### src/rtl/rv_isa_pkg.sv
// rv_isa_pkg: RV32I opcode and funct3 codes, the jump operation-select codes,
// the decode FSM state type and the packed issue bundle for rv_decode_issue.
package rv_isa_pkg;

  localparam int RV_XLEN = 32;

  // Major opcodes, compared against instr[6:2]
  localparam logic [4:0] OPC_LOAD   = 5'b00000;
  localparam logic [4:0] OPC_OP_IMM = 5'b00100;
  localparam logic [4:0] OPC_AUIPC  = 5'b00101;
  localparam logic [4:0] OPC_STORE  = 5'b01000;
  localparam logic [4:0] OPC_OP     = 5'b01100;
  localparam logic [4:0] OPC_LUI    = 5'b01101;
  localparam logic [4:0] OPC_BRANCH = 5'b11000;
  localparam logic [4:0] OPC_JALR   = 5'b11001;
  localparam logic [4:0] OPC_JAL    = 5'b11011;

  // funct3 values where instr[30] selects the alternate operation
  localparam logic [2:0] F3_ADD_SUB = 3'b000;
  localparam logic [2:0] F3_SRL_SRA = 3'b101;

  // Operation select presented for the two jump forms
  localparam logic [2:0] FCS_JAL  = 3'b010;
  localparam logic [2:0] FCS_JALR = 3'b011;

  typedef enum logic [0:0] {
    ST_RUN     = 1'b0,
    ST_BR_WAIT = 1'b1
  } state_e;

  typedef struct packed {
    logic               lup;
    logic               ub;
    logic               cb;
    logic               mem;
    logic               alu_imm;
    logic               alu_reg;
    logic               iop;
    logic               fc;
    logic [2:0]         fcs;
    logic [RV_XLEN-1:0] port1;
    logic [RV_XLEN-1:0] port2;
    logic [RV_XLEN-1:0] imm;
    logic [RV_XLEN-1:0] pc;
    logic [4:0]         rd;
  } issue_bundle_t;

endpackage

### src/rtl/rv_imm_gen.sv
// rv_imm_gen: combinational RV32I immediate extraction selected by opcode.
// Ports:
//   instr_i  in  32  instruction word
//   imm_o    out 32  immediate (0 for formats without one)
module rv_imm_gen
  import rv_isa_pkg::*;
(
  input  logic [31:0] instr_i,
  output logic [31:0] imm_o
);

  // The two low opcode bits carry no format information in RV32I
  logic unused_opc_lsbs;
  assign unused_opc_lsbs = ^instr_i[1:0];

  always_comb begin
    imm_o = '0;
    case (instr_i[6:2])
      OPC_OP_IMM, OPC_JALR, OPC_LOAD:
        imm_o = {{20{instr_i[31]}}, instr_i[31:20]};
      OPC_STORE:
        imm_o = {{20{instr_i[31]}}, instr_i[31:25], instr_i[11:7]};
      OPC_BRANCH:
        imm_o = {{19{instr_i[31]}}, instr_i[31], instr_i[7], instr_i[30:25],
                 instr_i[11:8], 1'b0};
      OPC_JAL:
        imm_o = {{11{instr_i[31]}}, instr_i[31], instr_i[19:12], instr_i[20],
                 instr_i[30:21], 1'b0};
      OPC_AUIPC:
        imm_o = {instr_i[31:12], 12'b0};
      // LUI carries the raw upper field right-justified; execute does the shift
      OPC_LUI:
        imm_o = {12'b0, instr_i[31:12]};
      default:
        imm_o = '0;
    endcase
  end

endmodule

### src/rtl/rv_decode_issue.sv
// rv_decode_issue: RV32I decode/issue stage feeding the execute ALU.
// Decodes one instruction per handshake into block-select flags and operands,
// keeps a register file with a busy-bit scoreboard for RAW stalls, and halts
// issue after any branch/jump until execute reports resolution.
// Ports:
//   clk, rst                      clock, async active-high reset
//   instr_valid/instr/instr_pc    fetch side; instr_ready accepts
//   issue_valid/issue_ready       execute-side handshake
//   LUP..FC, finite_control_sig   registered control flags
//   port1_reg, port2_reg,
//   port2_imm, program_counter,
//   rd_out                        registered operands
//   wb_en/wb_addr/wb_data         register write-back
//   br_done                       outstanding branch/jump resolved
//   illegal_instr                 pulse when an unsupported opcode is dropped
module rv_decode_issue
  import rv_isa_pkg::*;
#(
  parameter int XLEN = RV_XLEN,
  parameter int NREG = 32
) (
  input  logic            clk,
  input  logic            rst,
  input  logic            instr_valid,
  input  logic [31:0]     instr,
  input  logic [XLEN-1:0] instr_pc,
  output logic            instr_ready,
  output logic            issue_valid,
  input  logic            issue_ready,
  output logic            LUP,
  output logic            UB,
  output logic            CB,
  output logic            MEM,
  output logic            ALU_IMM,
  output logic            ALU_REG,
  output logic            IOP,
  output logic            FC,
  output logic [2:0]      finite_control_sig,
  output logic [XLEN-1:0] port1_reg,
  output logic [XLEN-1:0] port2_reg,
  output logic [XLEN-1:0] port2_imm,
  output logic [XLEN-1:0] program_counter,
  output logic [4:0]      rd_out,
  input  logic            wb_en,
  input  logic [4:0]      wb_addr,
  input  logic [XLEN-1:0] wb_data,
  input  logic            br_done,
  output logic            illegal_instr
);

  logic [4:0] opc, rd_f, rs1_f, rs2_f;
  logic [2:0] f3;
  assign opc   = instr[6:2];
  assign f3    = instr[14:12];
  assign rd_f  = instr[11:7];
  assign rs1_f = instr[19:15];
  assign rs2_f = instr[24:20];

  logic [XLEN-1:0] imm;
  rv_imm_gen u_imm_gen (
    .instr_i (instr),
    .imm_o   (imm)
  );

  logic [XLEN-1:0] regs_q [NREG];
  logic [NREG-1:0] busy_q, busy_d;
  state_e          state_q, state_d;
  issue_bundle_t   bundle_q, bundle_d, dec;
  logic            issue_valid_q, issue_valid_d;
  logic            illegal_q, illegal_d;

  // Register read with same-cycle write-back bypass; x0 always reads zero
  logic            wb_live, wb_hit1, wb_hit2;
  logic [XLEN-1:0] rs1_val, rs2_val;
  assign wb_live = wb_en && (wb_addr != 5'd0);
  assign wb_hit1 = wb_live && (wb_addr == rs1_f);
  assign wb_hit2 = wb_live && (wb_addr == rs2_f);

  always_comb begin
    rs1_val = wb_hit1 ? wb_data : regs_q[rs1_f];
    rs2_val = wb_hit2 ? wb_data : regs_q[rs2_f];
    if (rs1_f == 5'd0) rs1_val = '0;
    if (rs2_f == 5'd0) rs2_val = '0;
  end

  logic legal, use_rs1, use_rs2, writes_rd, is_branch;

  always_comb begin
    dec       = '0;
    legal     = 1'b1;
    use_rs1   = 1'b0;
    use_rs2   = 1'b0;
    writes_rd = 1'b0;
    is_branch = 1'b0;
    dec.fcs   = f3;
    dec.port1 = rs1_val;
    dec.port2 = rs2_val;
    dec.imm   = imm;
    dec.pc    = instr_pc;
    case (opc)
      OPC_OP_IMM: begin
        dec.alu_imm = 1'b1;
        dec.fc      = 1'b1;
        dec.iop     = (f3 == F3_SRL_SRA) && instr[30];
        use_rs1     = 1'b1;
        writes_rd   = 1'b1;
      end
      OPC_OP: begin
        dec.alu_reg = 1'b1;
        dec.fc      = 1'b1;
        dec.iop     = ((f3 == F3_ADD_SUB) || (f3 == F3_SRL_SRA)) && instr[30];
        use_rs1     = 1'b1;
        use_rs2     = 1'b1;
        writes_rd   = 1'b1;
      end
      OPC_BRANCH: begin
        dec.cb    = 1'b1;
        dec.fc    = 1'b1;
        use_rs1   = 1'b1;
        use_rs2   = 1'b1;
        is_branch = 1'b1;
      end
      OPC_JAL: begin
        dec.ub    = 1'b1;
        dec.fc    = 1'b1;
        dec.fcs   = FCS_JAL;
        writes_rd = 1'b1;
        is_branch = 1'b1;
      end
      OPC_JALR: begin
        // execute takes the jump base from port2 for JALR
        dec.ub    = 1'b1;
        dec.fc    = 1'b1;
        dec.fcs   = FCS_JALR;
        dec.port2 = rs1_val;
        use_rs1   = 1'b1;
        writes_rd = 1'b1;
        is_branch = 1'b1;
      end
      OPC_LUI: begin
        dec.lup   = 1'b1;
        dec.iop   = 1'b1;
        dec.fcs   = 3'b000;
        writes_rd = 1'b1;
      end
      OPC_AUIPC: begin
        dec.lup   = 1'b1;
        dec.fcs   = 3'b000;
        writes_rd = 1'b1;
      end
      OPC_LOAD: begin
        dec.mem   = 1'b1;
        use_rs1   = 1'b1;
        writes_rd = 1'b1;
      end
      OPC_STORE: begin
        dec.mem = 1'b1;
        use_rs1 = 1'b1;
        use_rs2 = 1'b1;
      end
      default: legal = 1'b0;
    endcase
    dec.rd = writes_rd ? rd_f : 5'd0;
  end

  // A busy source stops issue unless its producer is writing back right now
  logic raw_stall, accept;
  assign raw_stall = (use_rs1 && (rs1_f != 5'd0) && busy_q[rs1_f] && !wb_hit1) ||
                     (use_rs2 && (rs2_f != 5'd0) && busy_q[rs2_f] && !wb_hit2);

  assign instr_ready = !rst && (state_q == ST_RUN) && !raw_stall &&
                       (!issue_valid_q || issue_ready);
  assign accept      = instr_valid && instr_ready;

  always_comb begin
    bundle_d      = bundle_q;
    issue_valid_d = issue_valid_q;
    illegal_d     = 1'b0;
    state_d       = state_q;
    busy_d        = busy_q;
    if (issue_valid_q && issue_ready) issue_valid_d = 1'b0;
    if (accept) begin
      if (legal) begin
        bundle_d      = dec;
        issue_valid_d = 1'b1;
      end else begin
        illegal_d = 1'b1;
      end
    end
    // br_done is only meaningful once the wait has begun
    if ((state_q == ST_BR_WAIT) && br_done) state_d = ST_RUN;
    if (accept && legal && is_branch) state_d = ST_BR_WAIT;
    // clear before set so a same-register collision leaves the bit set
    if (wb_live) busy_d[wb_addr] = 1'b0;
    if (accept && legal && writes_rd && (rd_f != 5'd0)) busy_d[rd_f] = 1'b1;
  end

  always_ff @(posedge clk or posedge rst) begin
    if (rst) begin
      state_q       <= ST_RUN;
      bundle_q      <= '0;
      issue_valid_q <= 1'b0;
      illegal_q     <= 1'b0;
      busy_q        <= '0;
    end else begin
      state_q       <= state_d;
      bundle_q      <= bundle_d;
      issue_valid_q <= issue_valid_d;
      illegal_q     <= illegal_d;
      busy_q        <= busy_d;
    end
  end

  always_ff @(posedge clk or posedge rst) begin
    if (rst) begin
      for (int i = 0; i < NREG; i++) regs_q[i] <= '0;
    end else if (wb_live) begin
      regs_q[wb_addr] <= wb_data;
    end
  end

  assign issue_valid        = issue_valid_q;
  assign illegal_instr      = illegal_q;
  assign LUP                = bundle_q.lup;
  assign UB                 = bundle_q.ub;
  assign CB                 = bundle_q.cb;
  assign MEM                = bundle_q.mem;
  assign ALU_IMM            = bundle_q.alu_imm;
  assign ALU_REG            = bundle_q.alu_reg;
  assign IOP                = bundle_q.iop;
  assign FC                 = bundle_q.fc;
  assign finite_control_sig = bundle_q.fcs;
  assign port1_reg          = bundle_q.port1;
  assign port2_reg          = bundle_q.port2;
  assign port2_imm          = bundle_q.imm;
  assign program_counter    = bundle_q.pc;
  assign rd_out             = bundle_q.rd;

endmodule

### config.mk
export PLATFORM = sky130hd
export DESIGN_NAME = rv_decode_issue
export DESIGN_NICKNAME = d
export VERILOG_FILES = /design/src/rtl/rv_isa_pkg.sv /design/src/rtl/rv_imm_gen.sv /design/src/rtl/rv_decode_issue.sv
export SDC_FILE = /design/constraint.sdc
export NUM_CORES = 2
export LEC_CHECK = 0
export ABC_AREA = 1
export CAP_MARGIN = 40
export CORE_MARGIN = 5
export CORE_UTILIZATION = 40
export DETAILED_ROUTE_END_ITERATION = 16
export SLEW_MARGIN = 20
export SYNTH_ARGS = -nofsm -noshare
export SYNTH_HDL_FRONTEND = slang
export SYNTH_SLANG_ARGS = --single-unit
### constraint.sdc
create_clock -name clk -period 135 [get_ports clk]
set_input_delay 33.75 -clock clk [delete_from_list [all_inputs] [get_ports clk]]
set_output_delay 33.75 -clock clk [all_outputs]
set_load 0.02 [all_outputs]
After elaboration in Yosys (flattened, before gate mapping). Index checks and enable logic that the tools add are counted.

Input bits: 107. Word-level logic and storage cells: 177. Output and inout port bits: 147. Register bits after elaboration: 1203.

Bitwise gates (word level): 7. Eq/ne operators: 11. Muxes and demuxes: 47. Magnitude comparators: 10. Reductions and logical operators: 52.

Operators with widths (number): 1024-bit bitwise mux (1); 32-bit two-way mux (12); 32-bit binary-select mux with 5-bit select (2); 32-bit case mux with 6 select lines (1); 32-bit demux with 5-bit select (1); 32-bit bitwise AND (1); 32-bit NOT (1); 32-bit bitwise OR (1); 1-bit logical AND (24); 5-bit by 6-bit less-than comparator with 1-bit output, second input constant (4); 1-bit two-way mux (23); 5-bit nonzero test (4); 6-bit greater-or-equal comparator, second input constant (3); 5-bit NOT with 6-bit output (3); 5-bit by 4-bit == test with 1-bit output, second input constant (3); 5-bit == test, second input constant (3); 5-bit logical NOT (3); 1-bit binary-select mux with 5-bit select (2); 1-bit demux with 5-bit select (2); 5-bit by 3-bit == test with 1-bit output, second input constant (2); 5-bit == test (2); 5-bit by 1-bit greater-or-equal comparator with 1-bit output, second input constant (2); 3-bit case mux with 3 select lines (1); 3-bit OR reduction (3); other kinds (15) (23).

Logic depth before layout (Yosys ltp).
Word-level depth: 15. Depth in mapped cells: 17. Mapped depth without buffers: 14.

Hierarchy. From an unflattened synthesis, not the netlist that was laid out.

Cell total of the unflattened synthesis: 8821. Area total of the unflattened synthesis: 65431.5 µm².

Modules (own cells, without submodules): rv_decode_issue (cells each 8601, instances 1, area an instance 64405.5 µm², sequential area each 30103.9 µm²); rv_imm_gen (cells each 220, instances 1, area an instance 1026.0 µm², sequential area each 0.0 µm²).

Least setup slack after synthesis. OpenSTA, ideal clock, no wires.

Path kind: in2out. Start: input port instr[24]. End: output port instr_ready. Slack: 66.326 ns. Stages on the path: 7. Required time: 101.250 ns. Data arrival time: 34.924 ns. Buffers on the path: 1. Path through: clkbuf_1 -> xnor2_1 -> nand3_1 -> nor3_4 -> nor2_2 -> nand3_2 -> and3_1.

Word-level cells in the longest chain between the ends: 8. Elaborated cells between the ends (all ways): 13. Classes of those cells: eq/ne: 1; mux: 2; reduce/logical: 10.

Ends and longest elaborated chain: start: declaration (line rv_decode_issue.sv:25) `input logic [31:0] instr,`; 1-bit binary-select mux with 5-bit select, or another cell as far along (line rv_decode_issue.sv:169) `(use_rs2 && (rs2_f != 5'd0) && busy_q[rs2_f] && !wb_hit2);`; 1-bit two-way mux (implied by the code), or another cell as far along (line rv_decode_issue.sv:169); 1-bit logical AND / 1-bit logical NOT (equally long branches) (line rv_decode_issue.sv:169); 1-bit logical AND * (line rv_decode_issue.sv:169); 1-bit logical OR * (line rv_decode_issue.sv:168) `assign raw_stall = (use_rs1 && (rs1_f != 5'd0) && busy_q[rs1_f] && !wb_hit1) ||`; 1-bit logical NOT * (line rv_decode_issue.sv:171) `assign instr_ready = !rst && (state_q == ST_RUN) && !raw_stall &&`; 1-bit logical AND * (2 in series) (line rv_decode_issue.sv:171); end: declaration (line rv_decode_issue.sv:27) `output logic instr_ready,`.

Every way passes the cells marked *; elsewhere a longest branch is shown, timed or not. The select of a mux whose other input is x is not followed.

Final worst setup path.
Start: input port instr[16]. End: output port instr_ready.

Word-level cells in the longest chain between the ends: 8. Elaborated cells between the ends (all ways): 13. Classes of those cells: eq/ne: 1; mux: 2; reduce/logical: 10.

Ends and longest elaborated chain (line): 1-bit binary-select mux with 5-bit select, or another cell as far along (rv_decode_issue.sv:168); 1-bit two-way mux (implied by the code), or another cell as far along (rv_decode_issue.sv:168); 1-bit logical AND / 1-bit logical NOT (equally long branches) (rv_decode_issue.sv:168); 1-bit logical AND * (rv_decode_issue.sv:168); 1-bit logical OR * (rv_decode_issue.sv:168); 1-bit logical NOT * (rv_decode_issue.sv:171); 1-bit logical AND * (2 in series) (rv_decode_issue.sv:171).

Marks and branches as above.

==> metrics.md <==
| Metric | Value |
|---|---|
| HP Class | register to register |
| Layout cell share with drive strength beyond 1 | 5.41% |
| Die area | roughly 170000 sq um |
| CP startpoint kind | primary input |
| Worst slew margin | between 20% and 30% |
| Final setup fails | 0 |
| Fmax | 14.0 MHz |
| Port Buffers | 251 |
| Worst vdd ir | 0.0112 mV |
| Setup TNS | 0 ns |
| RSZ-0062 raised after global routing | false |
| Crit Path Max Fanout | 94 |
| Syn Area/Cell | between 7 and 8 sq um |
| Adder-Cell Fraction of Synth Area | 0% |
| Vias per cell | 5.88 |
| Grt total ovfl | 0 |
| Mapped Nets | roughly 9000 |
| Final WS setup | 63.80 ns |
| Internal | approximately 0.74 mW |
| Xor-xnor portion of the synthesized cell area | less than 1% |
| Top post-synthesis cells by area | dfrtp_1, o21ai_0, nand2_1 |
| RePlAce Congestion | about 0.89 |
| Largest register FFs | 1024 |
| Mux contribution to synthesized area | 0% |
| CP endpoint kind | output port |
| Clock network power share | a little over a third |
| Post-synth EDFFs | 0 |
| Largest net degree at the start of global routing | 256 |
| Synth area leader | dfrtp_1 |
| Synth cell types | 36 |
| Vias in the first global route | approximately 58000 |
| FFs w/ async S/R, synth | 100% |
| Compound-Gate Fraction of Synth Area | a little under a quarter |
| Routed WL | approximately 250 mm |
| Flop pwr share | approximately 43% |
| CTS tree | built |
| DRT antenna net count | 0 |
| Layout area overhead | 13.9% |
| Reg with most FFs | regs_q |
| Register bit total from synthesis | between 1000 and 1500 |
| Row count | approximately 150 |
| Core Footprint | ~160000 sq um |
| Initial antenna violation count | 8 |
| Nets | between 8000 and 9000 |
| Final Skew | about 0.027 ns |
| CTS Hold Bufs | 0 |
| Die height | around 400 um |
| Final hold vios | 0 |
| CTS root buf | clkbuf_16 |
| P per Cell Area | 14.8 nW/um^2 |
| Max Cap Viol | 0 |
| Pins Over Slew Limit | 0 |
| Post-CTS resize count | 0 |
| Static leakage | roughly 33 nW |
| Pre-CTS setup slack | approximately 64 ns |
| Ys Warns | 0 |
| Final min period | 71.20 ns |
| Cts bufs inserted | 134 |
| Die W | about 400 um |
| Setup bufs post-CTS | 0 |
| Critical Path RT | roughly 100 ns |
| Critical path class | primary input to output port |
| Total GRT Usage | between 20 and 30% |
| Sequential fraction of the synthesis area | between 40% and 50% |
| Area share of the largest cell type after synthesis | a little under half |
| Main combinational cell family by area after synthesis | compound AO/OA/AOI/OAI gates |
| Later-pin clock latency in the skew report | just under 0.8 ns |
| Boundary pin count | around 250 |
| Most frequent cell after synthesis | nand2_1 |
| DR pass1 iterations | 8 |
| Top_reg_cell synth | dfrtp_1 |
| Final cycle utilization of the critical path | 52.7% |
| Sw power | approximately 0.34 mW |
| Post-synth top cells | nand2_1, o21ai_0, dfrtp_1 |
| # fillers | roughly 16000 |
| First-pass GRT wire length | about 380 mm |
| Post-Syn Area | 64400 sq um |
| Residual DRC | 0 |
| H-tree depth | 4 |
| Sw Share | 31.5% |
| Status | finished clean |
| Power share of the combinational group | 21.3% |
| DR vias | between 60000 and 70000 |
| Actual slew at the worst max-slew pin | around 1.1 ns |
| Clock-pin transition on the worst setup and hold timing paths | roughly 0.060 ns |
| Initial Util | between 40% and 50% |
| Max Root-Sink Buffers | 3 |
| DR iter-0 viols | between 8000 and 9000 |
| CP arrival | around 37 ns |
| Post-DP HPWL | between 100 and 150 mm |
| Simple-Gate Fraction of Synth Area | about a fifth |
| CTS Sinks | around 1200 |
| Syn Inst Count | roughly 8700 |
| Routed len/inst | between 20 and 25 um |
power groups by stage:
stage	registers, mW	clock network (mW)	logic [mW]
final	0.471	0.385	0.231
after global routing	0.480	0.405	0.259
after CTS	0.470	0.391	0.229
after detailed placement	0.476	0	0.228
after global placement	0.474	0	0.220
after floorplan	0.484	0	0.139
path summary, 6_finish.rpt:
kind | startpoint | end | slack, ns | cells past startpoint
max | instr[16] | instr_ready | 63.80 | 10
min | regs_q[993] | regs_q[993] | 0.39 | 0
max reg2reg | busy_q[29] | busy_q[1] | 131.82 | 12
min reg2reg | regs_q[993] | regs_q[993] | 0.39 | 0
max in group asynchronous | rst | regs_q[49] | 98.53 | 8
min in group asynchronous | rst | UB | 33.32 | 2
cells by family after synthesis:
kind of cell | count (synthesis)
and+or+nand+nor | 3243
xor gates and xnor gates | 6
buffers and inverters | 1444
DFF | 1203
AOI/OAI and AO/OA | 2766
worst max-delay path: stages:
cell,delay [ns]
buf_8,0.25
buf_4,0.41
nor2_4,0.20
buf_12,0.47
nand3_2,0.74
nand2_1,0.43
nor2_1,0.12
nand3_1,0.17
and3_1,0.19
clkdlybuf4s50_1,0.60
cell type report:
cell class                 instances  area [sq um]  area share, %
timing repair buffer             433          4830           6.58
antenna                           10          25.0         0.0341
clock inverter                    40           558          0.761
sequential                      1203         30100           41.0
inverter                         602          2290           3.12
clock buffer                     198          4000           5.45
multi-input combinational       6015         28900           39.3
tap                             2160          2700           3.68
stage by stage:
step	area, sq um	instances	hold WS [ns]	utilization [%]	power (mW)
6_report	73400	10700	0.393	45.8	1.09
5_1_grt	73400	10700	0.407	45.7	1.14
3_5_place_dp	68500	10400	0.380	42.7	0.704
3_3_place_gp	67500	10300	0.377	42.1	0.694
2_1_floorplan	64400	8662	0.440	-	0.623
4_1_cts	73100	10600	0.394	45.6	1.09
cells in the final DEF (no fill, tap or decap), types with 13 or more instances in the layout:
master	n
nand2_1	2068
o21ai_0	1597
dfrtp_1	1203
nand3_1	815
a21oi_1	648
inv_1	583
o211ai_1	471
clkdlybuf4s50_1	241
nor2_1	223
clkbuf_16	140
buf_4	120
nand4_1	82
buf_16	36
clkbuf_1	30
clkbuf_8	28
clkinv_2	21
nand2_4	19
buf_12	19
nor2_4	13
o21ai_1	13
per-layer routing:
metal | global-route usage (%) | vias up | part of all wire (%)
li1 | - | 28600 | -
met1 | 38.8 | 29800 | 40
met2 | 45.9 | 3452 | 44
met3 | 6.28 | 751 | 11
met4 | 13.6 | 0 | 5.4
met5 | 0 | - | 0
Power figures use the tool's default switching activity.
